===== src/rtl/sh7034_intc_if.sv =====
// rtl/sh7034_intc_if.sv - IBUS register port bundle for the SH7034 interrupt controller
interface sh7034_intc_if;
  logic [27:0] IBUS_A;
  logic [31:0] IBUS_DI;
  logic [31:0] IBUS_DO;
  logic [3:0]  IBUS_BA;
  logic        IBUS_WE;
  logic        IBUS_REQ;
  logic        IBUS_BUSY;
  logic        IBUS_ACT;

  modport master (
    output IBUS_A, IBUS_DI, IBUS_BA, IBUS_WE, IBUS_REQ,
    input  IBUS_DO, IBUS_BUSY, IBUS_ACT
  );

  modport slave (
    input  IBUS_A, IBUS_DI, IBUS_BA, IBUS_WE, IBUS_REQ,
    output IBUS_DO, IBUS_BUSY, IBUS_ACT
  );
endinterface


===== src/rtl/sh7034_intc.sv =====
// rtl/sh7034_intc.sv - SH7034 interrupt controller: IPRA-IPRE/ICR, priority arbitration, CPU request
// Optional IRQ edge mode: SH7034_INTC_EDGE_EN
module sh7034_intc (
  input  logic        CLK,
  input  logic        RST,
  input  logic        CE_R,
  input  logic        CE_F,
  input  logic        RES_N,
  input  logic        NMI_N,
  input  logic [7:0]  IRQ_N,
  input  logic [11:0] ONCHIP_IRQ,
  input  logic [3:0]  CPU_IMASK,
  input  logic        INT_ACK,
  output logic        INT_REQ,
  output logic [3:0]  INT_LVL,
  output logic [7:0]  INT_VEC,
  sh7034_intc_if.slave ibus
);

`ifdef SH7034_INTC_EDGE_EN
  localparam bit EDGE_EN = 1'b1;
`else
  localparam bit EDGE_EN = 1'b0;
`endif

  localparam int NSRC = 21;

  typedef enum logic [1:0] {S_IDLE, S_PEND, S_ACKW} state_t;

  state_t      state;
  logic [15:0] ipra, iprb, iprc, iprd;
  logic [11:0] ipre_hi;
  logic        icr_nmie;
  logic [7:0]  icr_irqs;
  logic        nmi_s1, nmi_s2, nmi_lat;
  logic [7:0]  irq_s1, irq_s2, irq_lat;
  logic [4:0]  pend_idx;

  function automatic logic [15:0] lane_merge(input logic [15:0] old_v, input logic [15:0] d,
                                             input logic [1:0] be);
    return {be[1] ? d[15:8] : old_v[15:8], be[0] ? d[7:0] : old_v[7:0]};
  endfunction

  logic        sel, wr;
  logic [1:0]  hi_be, lo_be;
  logic [31:0] rd_word;
  logic [15:0] icr_rd;

  assign sel   = ibus.IBUS_REQ && (ibus.IBUS_A[27:4] == 24'h5FFFF8) && (ibus.IBUS_A[3:2] != 2'b00);
  assign wr    = sel && ibus.IBUS_WE && CE_R;
  assign hi_be = ibus.IBUS_A[1] ? 2'b00 : ibus.IBUS_BA[3:2];
  assign lo_be = ibus.IBUS_A[1] ? ibus.IBUS_BA[1:0] : 2'b00;
  assign icr_rd = {nmi_s2, 6'd0, icr_nmie, icr_irqs};

  assign ibus.IBUS_BUSY = 1'b0;
  assign ibus.IBUS_ACT  = sel;

  always_comb begin
    rd_word = 32'h0;
    case (ibus.IBUS_A[3:2])
      2'b01:   rd_word = {ipra, iprb};
      2'b10:   rd_word = {iprc, iprd};
      2'b11:   rd_word = {ipre_hi, 4'h0, icr_rd};
      default: rd_word = 32'h0;
    endcase
  end

  // Edges are seen one stage early (s1 new, s2 old) so pin-to-request stays at 3 CE_R.
  logic       nmi_set, nmi_clr, ack_clr;
  logic [7:0] irq_set, irq_clr;

  assign nmi_set = icr_nmie ? (nmi_s1 & ~nmi_s2) : (nmi_s2 & ~nmi_s1);
  assign irq_set = irq_s2 & ~irq_s1 & icr_irqs;
  assign ack_clr = (state == S_PEND) && INT_ACK;
  assign nmi_clr = ack_clr && (pend_idx == 5'd0);

  always_comb begin
    irq_clr = 8'h00;
    for (int n = 0; n < 8; n++)
      irq_clr[n] = ack_clr && (pend_idx == 5'(n + 1));
  end

  // Source table in tie-break order: NMI, IRQ0..7, ONCHIP0..11.
  logic [NSRC-1:0] src_act;
  logic [4:0]      src_lvl [NSRC];
  logic [7:0]      src_vec [NSRC];
  logic [31:0]     irq_ipr, onc_ipr;

  assign irq_ipr = {ipra, iprb};
  assign onc_ipr = {iprc, iprd};

  always_comb begin
    src_act    = '0;
    src_act[0] = nmi_lat;
    src_lvl[0] = 5'd16;
    src_vec[0] = 8'd11;
    for (int n = 0; n < 8; n++) begin
      src_act[1+n] = icr_irqs[n] ? irq_lat[n] : ~irq_s2[n];
      src_lvl[1+n] = {1'b0, irq_ipr[31-4*n -: 4]};
      src_vec[1+n] = 8'(64 + n);
    end
    for (int i = 0; i < 8; i++) begin
      src_act[9+i] = ONCHIP_IRQ[i];
      src_lvl[9+i] = {1'b0, onc_ipr[31-4*i -: 4]};
      src_vec[9+i] = 8'(72 + 4*i);
    end
    src_act[17] = ONCHIP_IRQ[8];
    src_lvl[17] = {1'b0, ipre_hi[11:8]};
    src_vec[17] = 8'd104;
    src_act[18] = ONCHIP_IRQ[9];
    src_lvl[18] = {1'b0, ipre_hi[7:4]};
    src_vec[18] = 8'd108;
    src_act[19] = ONCHIP_IRQ[10];
    src_lvl[19] = {1'b0, ipre_hi[3:0]};
    src_vec[19] = 8'd112;
    src_act[20] = ONCHIP_IRQ[11];
    src_lvl[20] = {1'b0, ipre_hi[3:0]};
    src_vec[20] = 8'd113;
  end

  logic       win_ok, req_c;
  logic [4:0] win_lvl, win_idx;
  logic [7:0] win_vec;

  always_comb begin
    win_ok  = 1'b0;
    win_lvl = 5'd0;
    win_vec = 8'd0;
    win_idx = 5'd0;
    for (int k = 0; k < NSRC; k++) begin
      if (src_act[k] && (src_lvl[k] > win_lvl)) begin
        win_ok  = 1'b1;
        win_lvl = src_lvl[k];
        win_vec = src_vec[k];
        win_idx = 5'(k);
      end
    end
  end

  assign req_c = win_ok && ((win_lvl > {1'b0, CPU_IMASK}) || (win_idx == 5'd0));

  always_ff @(posedge CLK or posedge RST) begin
    if (RST) begin
      state        <= S_IDLE;
      ipra         <= 16'h0;
      iprb         <= 16'h0;
      iprc         <= 16'h0;
      iprd         <= 16'h0;
      ipre_hi      <= 12'h0;
      icr_nmie     <= 1'b0;
      icr_irqs     <= 8'h00;
      nmi_s1       <= 1'b1;
      nmi_s2       <= 1'b1;
      nmi_lat      <= 1'b0;
      irq_s1       <= 8'hFF;
      irq_s2       <= 8'hFF;
      irq_lat      <= 8'h00;
      pend_idx     <= 5'd0;
      INT_REQ      <= 1'b0;
      INT_LVL      <= 4'd0;
      INT_VEC      <= 8'd0;
      ibus.IBUS_DO <= 32'h0;
    end else if (CE_R && !RES_N) begin
      state        <= S_IDLE;
      ipra         <= 16'h0;
      iprb         <= 16'h0;
      iprc         <= 16'h0;
      iprd         <= 16'h0;
      ipre_hi      <= 12'h0;
      icr_nmie     <= 1'b0;
      icr_irqs     <= 8'h00;
      nmi_s1       <= 1'b1;
      nmi_s2       <= 1'b1;
      nmi_lat      <= 1'b0;
      irq_s1       <= 8'hFF;
      irq_s2       <= 8'hFF;
      irq_lat      <= 8'h00;
      pend_idx     <= 5'd0;
      INT_REQ      <= 1'b0;
      INT_LVL      <= 4'd0;
      INT_VEC      <= 8'd0;
      ibus.IBUS_DO <= 32'h0;
    end else begin
      if (CE_R) begin
        nmi_s1  <= NMI_N;
        nmi_s2  <= nmi_s1;
        irq_s1  <= IRQ_N;
        irq_s2  <= irq_s1;
        // A fresh edge in the ack cycle keeps the latch set.
        nmi_lat <= (nmi_lat & ~nmi_clr) | nmi_set;
        irq_lat <= (irq_lat & ~irq_clr) | irq_set;

        if (wr) begin
          case (ibus.IBUS_A[3:2])
            2'b01: begin
              ipra <= lane_merge(ipra, ibus.IBUS_DI[31:16], hi_be);
              iprb <= lane_merge(iprb, ibus.IBUS_DI[15:0], lo_be);
            end
            2'b10: begin
              iprc <= lane_merge(iprc, ibus.IBUS_DI[31:16], hi_be);
              iprd <= lane_merge(iprd, ibus.IBUS_DI[15:0], lo_be);
            end
            2'b11: begin
              if (hi_be[1]) ipre_hi[11:4] <= ibus.IBUS_DI[31:24];
              if (hi_be[0]) ipre_hi[3:0]  <= ibus.IBUS_DI[23:20];
              if (lo_be[1]) icr_nmie      <= ibus.IBUS_DI[8];
              if (lo_be[0] && EDGE_EN) icr_irqs <= ibus.IBUS_DI[7:0];
            end
            default: ;
          endcase
        end

        case (state)
          S_IDLE, S_PEND: begin
            if (ack_clr) begin
              state   <= S_ACKW;
              INT_REQ <= 1'b0;
              INT_LVL <= 4'd0;
              INT_VEC <= 8'd0;
            end else if (req_c) begin
              state    <= S_PEND;
              INT_REQ  <= 1'b1;
              INT_LVL  <= win_lvl[4] ? 4'hF : win_lvl[3:0];
              INT_VEC  <= win_vec;
              pend_idx <= win_idx;
            end else begin
              state   <= S_IDLE;
              INT_REQ <= 1'b0;
              INT_LVL <= 4'd0;
              INT_VEC <= 8'd0;
            end
          end
          default: begin
            state   <= S_IDLE;
            INT_REQ <= 1'b0;
            INT_LVL <= 4'd0;
            INT_VEC <= 8'd0;
          end
        endcase
      end

      if (CE_F)
        ibus.IBUS_DO <= (sel && !ibus.IBUS_WE) ? rd_word : 32'h0;
    end
  end

endmodule


===== src/flat_wrapper.sv =====
// flat-port wrapper written by rule: the top's interface ports become plain ports
module sh7034_intc_flat 
  (CLK, RST, CE_R, CE_F, RES_N, NMI_N, IRQ_N, ONCHIP_IRQ, CPU_IMASK, INT_ACK, INT_REQ, INT_LVL, INT_VEC, ibus_IBUS_A, ibus_IBUS_DI, ibus_IBUS_BA, ibus_IBUS_WE, ibus_IBUS_REQ, ibus_IBUS_DO, ibus_IBUS_BUSY, ibus_IBUS_ACT);
  sh7034_intc_if ibus_i ();
  input  logic CLK;
  input  logic RST;
  input  logic CE_R;
  input  logic CE_F;
  input  logic RES_N;
  input  logic NMI_N;
  input  logic [7:0] IRQ_N;
  input  logic [11:0] ONCHIP_IRQ;
  input  logic [3:0] CPU_IMASK;
  input  logic INT_ACK;
  output logic INT_REQ;
  output logic [3:0] INT_LVL;
  output logic [7:0] INT_VEC;
  input wire logic [$bits(ibus_i.IBUS_A)-1:0] ibus_IBUS_A;
  input wire logic [$bits(ibus_i.IBUS_DI)-1:0] ibus_IBUS_DI;
  input wire logic [$bits(ibus_i.IBUS_BA)-1:0] ibus_IBUS_BA;
  input wire logic [$bits(ibus_i.IBUS_WE)-1:0] ibus_IBUS_WE;
  input wire logic [$bits(ibus_i.IBUS_REQ)-1:0] ibus_IBUS_REQ;
  output wire logic [$bits(ibus_i.IBUS_DO)-1:0] ibus_IBUS_DO;
  output wire logic [$bits(ibus_i.IBUS_BUSY)-1:0] ibus_IBUS_BUSY;
  output wire logic [$bits(ibus_i.IBUS_ACT)-1:0] ibus_IBUS_ACT;
  assign ibus_i.IBUS_A = ibus_IBUS_A;
  assign ibus_i.IBUS_DI = ibus_IBUS_DI;
  assign ibus_i.IBUS_BA = ibus_IBUS_BA;
  assign ibus_i.IBUS_WE = ibus_IBUS_WE;
  assign ibus_i.IBUS_REQ = ibus_IBUS_REQ;
  assign ibus_IBUS_DO = ibus_i.IBUS_DO;
  assign ibus_IBUS_BUSY = ibus_i.IBUS_BUSY;
  assign ibus_IBUS_ACT = ibus_i.IBUS_ACT;
  sh7034_intc u_core (.CLK(CLK), .RST(RST), .CE_R(CE_R), .CE_F(CE_F), .RES_N(RES_N), .NMI_N(NMI_N), .IRQ_N(IRQ_N), .ONCHIP_IRQ(ONCHIP_IRQ), .CPU_IMASK(CPU_IMASK), .INT_ACK(INT_ACK), .INT_REQ(INT_REQ), .INT_LVL(INT_LVL), .INT_VEC(INT_VEC), .ibus(ibus_i));
endmodule

===== config.mk =====
export PLATFORM = sky130hd
export DESIGN_NAME = sh7034_intc_flat
export DESIGN_NICKNAME = d
export VERILOG_FILES = /design/src/rtl/sh7034_intc_if.sv /design/src/rtl/sh7034_intc.sv /design/src/flat_wrapper.sv
export SDC_FILE = /design/constraint.sdc
export NUM_CORES = 1
export LEC_CHECK = 0
export BUFFER_PORTS_ARGS = -buffer_cell sky130_fd_sc_hd__buf_2
export CORE_MARGIN = 2
export CORE_UTILIZATION = 50
export DETAILED_ROUTE_END_ITERATION = 7
export PLACE_DENSITY = 0.73
export SYNTH_ARGS = -nofsm -noshare
export SYNTH_HDL_FRONTEND = slang
export SYNTH_SLANG_ARGS = --single-unit

===== constraint.sdc =====
create_clock -name CLK -period 33.7 [get_ports CLK]
set_input_delay 8.425 -clock CLK [delete_from_list [all_inputs] [get_ports CLK]]
set_output_delay 8.425 -clock CLK [all_outputs]
set_load 0.05 [all_outputs]

### Word level (Yosys, flattened, before mapping)

Index checks and enable logic that the tools add are counted.

| word-level totals | value |
|---|---|
| register bits after elaboration | 148 |
| input port bits | 97 |
| output and inout bits | 47 |
| logic and storage cells | 281 |

| cells by class | value |
|---|---|
| $lt $le $gt $ge | 21 |
| equal/unequal tests | 6 |
| mux-type cells | 156 |
| bitwise logic cells | 15 |
| reduce and logical (&&, ||, !) cells | 61 |

Operators by type and width:

| operator | count |
|---|---|
| 2-to-1 mux 16 bit | 16 |
| 2-to-1 mux 5 bit | 31 |
| 2-to-1 mux 7 bit | 21 |
| > comparator 4 x 5 -> 1 bit | 20 |
| 2-to-1 mux 32 bit | 3 |
| 2-to-1 mux 8 bit | 12 |
| one-hot mux 32 bit (3 select lines) | 1 |
| 2-to-1 mux 4 bit | 16 |
| 2-to-1 mux 12 bit | 4 |
| AND reduction 4 bit | 12 |
| 2-to-1 mux 1 bit | 40 |
| logical AND 1 bit | 29 |
| nonzero test 2 bit | 13 |
| equality test 24 x 23 -> 1 bit, second input constant | 1 |
| 2-to-1 mux 2 bit | 8 |
| 2-to-1 mux 3 bit | 4 |
| inverter 1 bit | 11 |
| zero test 5 bit | 2 |
| > comparator 5 x 4 -> 1 bit | 1 |
| equality test 2 x 1 -> 1 bit, second input constant | 2 |
| equality test 2 bit, second input constant | 2 |
| AND 1 bit | 3 |
| zero test 1 bit | 2 |
| zero test 2 bit | 1 |
| other kinds (4) | 4 |

### Logic depth before layout (Yosys ltp)

Gate-level depths: netlist (run 1).

| depth | value |
|---|---|
| depth in word-level cells | 69 |
| mapped depth | 189 |

### Worst setup path before layout (run 1)

No wires, ideal clock.

| timing | value |
|---|---|
| path kind | register to register |
| start point | register u_core.nmi_lat |
| end point | register u_core.pend_idx[0] |
| library setup time | 0.149 ns |
| data arrival time | 31.685 ns |
| required time | 33.551 ns |
| path slack | 1.865 ns |
| cell stages (with the launch flop) | 171 |
| path buffers | 8 |
| clock period less this slack | 31.835 ns |
| cell sequence | dfrtp_1 -> or3b_1 -> ha_1 -> nor2b_1 -> o211ai_1 -> a21oi_1 -> nand2_1 -> o21ai_0 -> inv_1 -> ha_1 -> nand2_1 -> nor3_1 -> o21ai_0 -> o21a_1 -> a21oi_1 -> mux2_2 -> inv_1 -> ha_1 -> [135 not listed] -> nor2b_1 -> o21ai_0 -> nand2b_1 -> a21oi_1 -> nand4bb_1 -> and2_1 -> buf_2 -> o21ai_1 -> ha_1 -> nor2b_1 -> o21ai_0 -> nand2b_1 -> a21oi_1 -> a41oi_1 -> nor2_1 -> a41o_1 -> o31ai_2 -> o32ai_1 |

| on the way | value |
|---|---|
| longest elaborated chain between the ends | 66 |
| elaborated cells between the ends (all ways) | 113 |

RTL lines:

| item | RTL line | RTL |
|---|---|---|
| from (decl) | sh7034_intc.sv:35 | `logic nmi_s1, nmi_s2, nmi_lat;` |
| from (signal assigned) | sh7034_intc.sv:190 | `nmi_lat <= (nmi_lat & ~nmi_clr) \| nmi_set;` |
| 2-to-1 mux 5 bit | sh7034_intc.sv:131 | `if (src_act[k] && (src_lvl[k] > win_lvl)) begin` |
| > comparator 4 x 5 -> 1 bit | sh7034_intc.sv:131 |  |
| logical AND 1 bit | sh7034_intc.sv:131 |  |
| 2-to-1 mux 5 bit | sh7034_intc.sv:131 |  |
| > comparator 4 x 5 -> 1 bit | sh7034_intc.sv:131 |  |
| logical AND 1 bit | sh7034_intc.sv:131 |  |
| 2-to-1 mux 5 bit | sh7034_intc.sv:131 |  |
| > comparator 4 x 5 -> 1 bit | sh7034_intc.sv:131 |  |
| [50 not listed] | -- |  |
| > comparator 4 x 5 -> 1 bit | sh7034_intc.sv:131 |  |
| logical AND 1 bit | sh7034_intc.sv:131 |  |
| 2-to-1 mux 5 bit | sh7034_intc.sv:131 |  |
| > comparator 5 x 4 -> 1 bit (tied with other cells) | sh7034_intc.sv:140 | `assign req_c = win_ok && ((win_lvl > {1'b0, CPU_IMASK}) \|\| (win_idx == 5'd0));` |
| logical OR 1 bit or 2-to-1 mux 5 bit (tied branches) | sh7034_intc.sv:140, sh7034_intc.sv:215 |  |
| logical AND 1 bit or 2-to-1 mux 5 bit (tied branches) | sh7034_intc.sv:140, sh7034_intc.sv:213 |  |
| nonzero test 2 bit (no line) or 2-to-1 mux 5 bit (tied branches) | -- |  |
| AND reduction 4 bit (no line) or 2-to-1 mux 5 bit (tied branches) | -- |  |
| to (signal assigned) | sh7034_intc.sv:225 | `pend_idx <= win_idx;` |
| to (decl) | sh7034_intc.sv:37 | `logic [4:0] pend_idx;` |

Several ways; a longest one is shown, not always the timed one. The select of a mux whose other input is x is not followed.
A chain may end at the register's enable or synchronous reset.

### Worst setup path in the final report (run 1)

| timing | value |
|---|---|
| start point | register u_core.ipra[13] |
| end point | register u_core.INT_VEC[0] |

| on the way | value |
|---|---|
| longest elaborated chain between the ends | 68 |
| elaborated cells between the ends (all ways) | 129 |

RTL lines:

| item | RTL line | RTL |
|---|---|---|
| from (decl) | sh7034_intc.sv:31 | `logic [15:0] ipra, iprb, iprc, iprd;` |
| from (signal assigned) | sh7034_intc.sv:196 | `ipra <= lane_merge(ipra, ibus.IBUS_DI[31:16], hi_be);` |
| > comparator 4 x 5 -> 1 bit | sh7034_intc.sv:131 |  |
| logical AND 1 bit | sh7034_intc.sv:131 |  |
| 2-to-1 mux 5 bit | sh7034_intc.sv:131 |  |
| > comparator 4 x 5 -> 1 bit | sh7034_intc.sv:131 |  |
| logical AND 1 bit | sh7034_intc.sv:131 |  |
| 2-to-1 mux 5 bit | sh7034_intc.sv:131 |  |
| > comparator 4 x 5 -> 1 bit | sh7034_intc.sv:131 |  |
| logical AND 1 bit | sh7034_intc.sv:131 |  |
| [52 not listed] | -- |  |
| > comparator 5 x 4 -> 1 bit or zero test 5 bit (tied branches) | sh7034_intc.sv:140 |  |
| logical OR 1 bit | sh7034_intc.sv:140 |  |
| logical AND 1 bit | sh7034_intc.sv:140 |  |
| 2-to-1 mux 7 bit * | sh7034_intc.sv:220 | `end else if (req_c) begin` |
| 2-to-1 mux 8 bit * | sh7034_intc.sv:215 | `if (ack_clr) begin` |
| 2-to-1 mux 8 bit * | sh7034_intc.sv:213 | `case (state)` |
| 2-to-1 mux 8 bit * | sh7034_intc.sv:184 | `if (CE_R) begin` |
| 2-to-1 mux 8 bit * | sh7034_intc.sv:163 | `end else if (CE_R && !RES_N) begin` |
| to (signal assigned) | sh7034_intc.sv:224 | `INT_VEC <= win_vec;` |
| to (decl) | sh7034_intc.sv:16 | `output logic [7:0] INT_VEC,` |

Every way passes the cells marked *; elsewhere a longest branch is shown, timed or not. The select of a mux whose other input is x is not followed.

==> results of run 1 <==
==> stage by stage <==
stage               area, um2  cells  setup WS [ps]
floorplan               11880   1442           1865
global placement        12870   1854          25.64
detailed placement      12870   1854         -415.2
CTS                     13520   1887          35.43
global route            14190   1928         -312.5
finish                  14190   1928           1626
==> sequential cells by signal (all words and copies together) (netlist names) <==
register	cells
u_core.INT_REQ	1
u_core.ipre_hi	12
u_core.pend_idx	5
u_core.ipra	16
u_core.irq_s2	8
u_core.icr_nmie	1
u_core.nmi_s2	1
u_core.iprb	16
u_core.state	1
u_core.iprc	16
u_core.nmi_s1	1
u_core.nmi_lat	1
u_core.INT_VEC	7
u_core.INT_LVL	4
u_core.irq_s1	8
u_core.iprd	16
u_core.ibus.IBUS_DO	32
==> synthesized netlist by cell type, types with 20 or more instances <==
cell / count
a21oi_1: 59
a22oi_1: 33
and2_1: 34
clkbuf_1: 55
dfrtp_1: 128
ha_1: 50
inv_1: 99
mux2_2: 40
nand2_1: 199
nand3_1: 37
nor2_1: 73
nor2b_1: 29
nor3_1: 24
o21ai_0: 149
o21ai_1: 20
==> routing by layer <==
metal / vias to the layer above / global-route usage
li1: 5594 / -
met5: - / 0
met3: 86 / 0.05831
met1: 5756 / 0.4246
met2: 540 / 0.4859
met4: 0 / 0.1060
==> cells by family after synthesis <==
kind of cell | synth area share
simple gates | 0.1975
compound gates | 0.2982
buf+inv | 0.06099
mux | 0.05709
flops | 0.3095
fa+ha+maj | 0.05446
xor+xnor | 0.02191
other cells | 0.0003157
==> critical path: cells and delay by family, from the launching register on <==
family                     cells  cell delay, ps
and+or+nand+nor               52            7310
AOI/OAI and AO/OA             71           13570
adders and majority gates     20            5680
muxes                         11            2830
DFF                            1             420
buffers and inverters         20            2150
==> how the worst min path moves through the flow <==
stage	startpoint	depth (start not counted)	slack, ps	endpoint
after floorplan	u_core.ipra[4]	2	450	u_core.ipra[4]
after global placement	u_core.ibus.IBUS_DO[12]	2	460	u_core.ibus.IBUS_DO[12]
after detailed placement	u_core.ibus.IBUS_DO[16]	2	460	u_core.ibus.IBUS_DO[16]
after CTS	u_core.irq_s1[7]	2	480	u_core.irq_s1[7]
after global routing	u_core.ibus.IBUS_DO[2]	2	500	u_core.ibus.IBUS_DO[2]
final	u_core.ibus.IBUS_DO[9]	2	470	u_core.ibus.IBUS_DO[9]
==> cell type report <==
type                            count  share of cell area
Multi-Input combinational cell   1119              0.5548
Tap cell                          319             0.02814
Sequential cell                   146              0.2591
Inverter                          102             0.02734
Clock buffer                       19             0.03122
Clock inverter                     12             0.01191
Timing Repair Buffer              211             0.08749
==> repair_timing <==
action / CTS / global route
pin swaps: 0 / 29
gates resized for setup: 6 / 79
endpoints found under the setup margin: 16 / 17
hold endpoints to repair: 0 / 0
cloned: 0 / 2
buffers inserted: 2 / 39
hold buffers: 0 / 0
==> metrics.txt, run 1 <==
PortBufs 140; hpwl dp 28.82 mm; Critical Path Slowest Stage Cell o41a_4; wire length on met1 17.08 mm; Die W 158.1 um; footprint of the multi-input gates 7870 um2; first-pass GRT wire length 59.39 mm; number of global-route vias before repair 10950; layout cells sized above 1 0.2585; largest cells by area after synthesis dfrtp_1 (27%), nand2_1 (6.3%), o21ai_0 (6.3%); CTS Root Cell clkbuf_16; Hold Crit Class reg2reg; yosys warns 0; Layout fillers 2095; CTS tree yes; largest net degree at the start of global routing 84; H-tree levels 4; initial DRC count 1162; CP max FO 14; most frequent cells in the layout nand2_1 (197), o21ai_0 (140), buf_2 (140), dfrtp_1 (128), inv_1 (98); Seq/Total Area, Yosys 0.3095; FF+latch area 3676 um2; TritonCTS buffer count 17; EDFF count, synth 0; area delta synth->final 19.44%; die height 158.1 um; Finish-stage setup viols 0; fraction of registers with async set or reset after synthesis 1.000; final hold vios 0; Slew @ Worst Pin 1167 ps; crit path to u_core.INT_VEC[0]; number of remaining DRC errors 0; floorplan row count 56; max cap viols 0; status complete, no violations; clk buf depth 2; synthesized flop and latch total 146; Setup crit start u_core.ipra[13]; final core occ 0.6062; post-route ant nets 0; most frequent cell on the critical path ha_1; clk_lat worst skew 430 ps; CP Class reg2reg; main flop type after synthesis dfrtp_1; Synth cell types 115; Starting Density 0.5075; # diodes 0; element type at the critical path end register; routed wire length 39.12 mm; commonest non-fill, non-tap cell in the layout nand2_1; worst reg2reg path depth 174; CP Data Required Time 34050 ps; area leader, netlist dfrtp_1; routed wl met3 2.966 mm; Slew Limit Fails 0; CTS sink cnt 146; DR WL met2 17.72 mm; Reg-to-Reg Start u_core.ipra[13]; core region area 23400 um2; Worst Skew 10.26 ps; vias 11980; Critical Path AT 32420 ps; clock transition at the registers of the reported paths 70 ps; cell area after synthesis 11880 um2; top cell type's share of synthesized area 0.2697; FMAX 31.18 MHz; nets 1744; DRT Pass-1 Iters 7; die area 25000 um2; max incr delay on CP 490 ps; CP startpoint kind register; GPL Wtd Cong 0.9603; top layer in use met4; flop-to-flop setup slack 1630 ps; antenna violations before repair 0; Via density 6.212; Final period util 0.9517; Remaining Overflow, GRT 0; GRT Total Usage 0.3080; Hold WS 473.5 ps; reg-to-reg endpoint u_core.INT_VEC[0]; Top-Level Pins 144; Period minus WS final 32070 ps; relative max-transition margin 0.2166; cell count after synthesis 1441; setup_tns 0 ps; routed length per instance 20.29 um; Syn Area/Cell 8.243 um2
Power of run 1 is left out: the tool's default activity adds up to more than one toggle a clock period on the data nets, which glitch-free logic cannot reach.
==> inputs of run 2 (changes only) <==
- CORE_UTILIZATION: 50 -> 54
- PLACE_DENSITY: 0.73 -> 0.75
==> run 2 against run 1 <==
  * Count of clock-buffer cells in the layout decreased by 2
  * Die area decreased by 7.2%
  * First-iteration DRC count increased by 4.9%
  * Core utilization increased by 4.7 points
  * Final cell count decreased by 1.8%
  * Largest cell class unchanged
==> metrics.txt, run 2 (synthesized netlist as in run 1, its figures left out) <==
status complete, no violations; # diodes 0 (unchanged); GRT Total Usage 0.3142 (+0.006216); Final period util 0.9564 (+0.004691); Slew @ Worst Pin 1180 ps (+12.86 ps); clk_lat worst skew 440 ps (about the same); CP max FO 8 (-6); largest net degree at the start of global routing 83 (-1.2%); Remaining Overflow, GRT 0 (unchanged); Finish-stage setup viols 0 (unchanged); max reg flops 32 (unchanged); Critical Path Slowest Stage Cell o41a_4; CTS tree yes; WHS Path Cells 2 (unchanged); clk buf depth 2 (unchanged); layout cells sized above 1 0.2641 (+0.005558); worst reg2reg path depth 169 (-2.9%); Die W 152.3 um (-3.7%); PortBufs 140 (unchanged); max cap viols 0 (unchanged); hpwl dp 28.47 mm (-1.2%); die height 152.3 um (-3.7%); pre-CTS WS -653.5 ps (-238.4 ps); Via density 6.396 (+3.0%); max incr delay on CP 530 ps (+40 ps); wire length on met1 16.38 mm (-4.1%); DRT Pass-1 Iters 6 (-1); Hold Crit Class reg2reg; top layer in use met4; final worst slack 1468 ps (-158.1 ps); CTS Root Cell clkbuf_16; Starting Density 0.5477 (+0.04011); routed wire length 38.66 mm (-1.2%); CP Data Required Time 33980 ps (-70 ps); CP top delay family compound AO/OA/AOI/OAI gates; Critical Path AT 32510 ps (+90 ps); most frequent cells in the layout nand2_1 (196), buf_2 (140), o21ai_0 (138), dfrtp_1 (127), inv_1 (98); vias 12110 (+1.1%); element type at the critical path end register; GPL Wtd Cong 0.9499 (-1.1%); CP Class reg2reg; number of global-route vias before repair 11000 (+0.53%); routed wl met3 3.180 mm (+7.2%); nets 1747 (+0.17%); Slew Limit Fails 0 (unchanged); TritonCTS buffer count 17 (unchanged); number of remaining DRC errors 0 (unchanged); Hold Crit Start u_core.irq_s1[7]; Period minus WS final 32230 ps (+158.1 ps); Worst Hold Path EP u_core.irq_s1[7]; most frequent cell on the critical path ha_1; Largest Register u_core.ibus.IBUS_DO; antenna violations before repair 0 (unchanged); CP startpoint kind register; CTS sink cnt 146 (unchanged); Hold WS 471.8 ps (-1.694 ps); Critical path buffers and inverters 22 (+10%); first-pass GRT wire length 58.46 mm (-1.6%); H-tree levels 4 (unchanged); Top-Level Pins 144 (unchanged); commonest non-fill, non-tap cell in the layout nand2_1; floorplan row count 54 (-3.6%); core region area 21690 um2 (-7.3%); reg-to-reg endpoint u_core.pend_idx[0]; final hold vios 0 (unchanged); flop-to-flop setup slack 1470 ps (-160 ps); die area 23200 um2 (-7.2%); FMAX 31.03 MHz (-0.49%); initial DRC count 1219 (+4.9%); post-route ant nets 0 (unchanged); routed length per instance 20.42 um (+0.64%); DR WL met2 17.58 mm (-0.79%); clock transition at the registers of the reported paths 70 ps (about the same); final core occ 0.6531 (+0.04687); area delta synth->final 19.25%; Reg-to-Reg Start u_core.nmi_lat; relative max-transition margin 0.2133 (-0.003353); Worst Skew 13.27 ps (+3.009 ps)
-- run 2: cell types whose count changed in the layout (fill, tap and decap cells not counted), sizes merged --
| cell | before | now |
|---|---|---|
| bufinv | 3 | 1 |
| clkbuf | 19 | 17 |
| inv | 104 | 109 |
| buf | 211 | 214 |
-- run 2: through the flow --
stage	TNS, ps	instances	area [um2]
2_1_floorplan	0	1442	11880
3_3_place_gp	-30.32	1815	12830
3_5_place_dp	-7713	1815	12830
4_1_cts	0	1849	13470
5_1_grt	-6811	1893	14160
6_report	0	1893	14160
-- run 2: metal layers --
| metal | track usage | vias to the layer above |
|---|---|---|
| li1 | - | 5606 |
| met1 | 0.4339 | 5747 |
| met2 | 0.4949 | 656 |
| met3 | 0.04465 | 99 |
| met4 | 0.1366 | 0 |
| met5 | 0 | - |
-- run 2: worst max-delay path by stage --
stage / start / end / cells after the start
2_1_floorplan: u_core.nmi_lat / u_core.pend_idx[0] / 170
3_3_place_gp: u_core.ipra[13] / u_core.pend_idx[0] / 169
3_5_place_dp: u_core.ipra[13] / u_core.pend_idx[0] / 173
4_1_cts: u_core.nmi_lat / u_core.pend_idx[0] / 169
5_1_grt: u_core.nmi_lat / u_core.INT_VEC[3] / 174
6_report: u_core.nmi_lat / u_core.pend_idx[0] / 169
-- run 2: worst min-delay path: stages (launching register included) --
cell and delay (ps):
dfstp_2 360, inv_1 50, a21oi_1 60
-- run 2: layout make-up --
cell class              instances  area, um2
inverters                     102      387.9
clock inverters                15      162.7
flip-flops and latches        146       3677
multi-input cells            1119       7900
fillers                      1846       7525
repair buffers                214       1260
well taps                     280      350.3
clock buffers                  17      425.4
-- run 2: repair_timing --
item / in CTS / in global routing
buffers inserted: 2 / 42
hold buffers: 0 / 0
gates resized for setup: 8 / 83
endpoints found under the setup margin: 16 / 17
pin swaps: 1 / 28
gates cloned: 0 / 2
Power of run 2 is left out for the same reason.
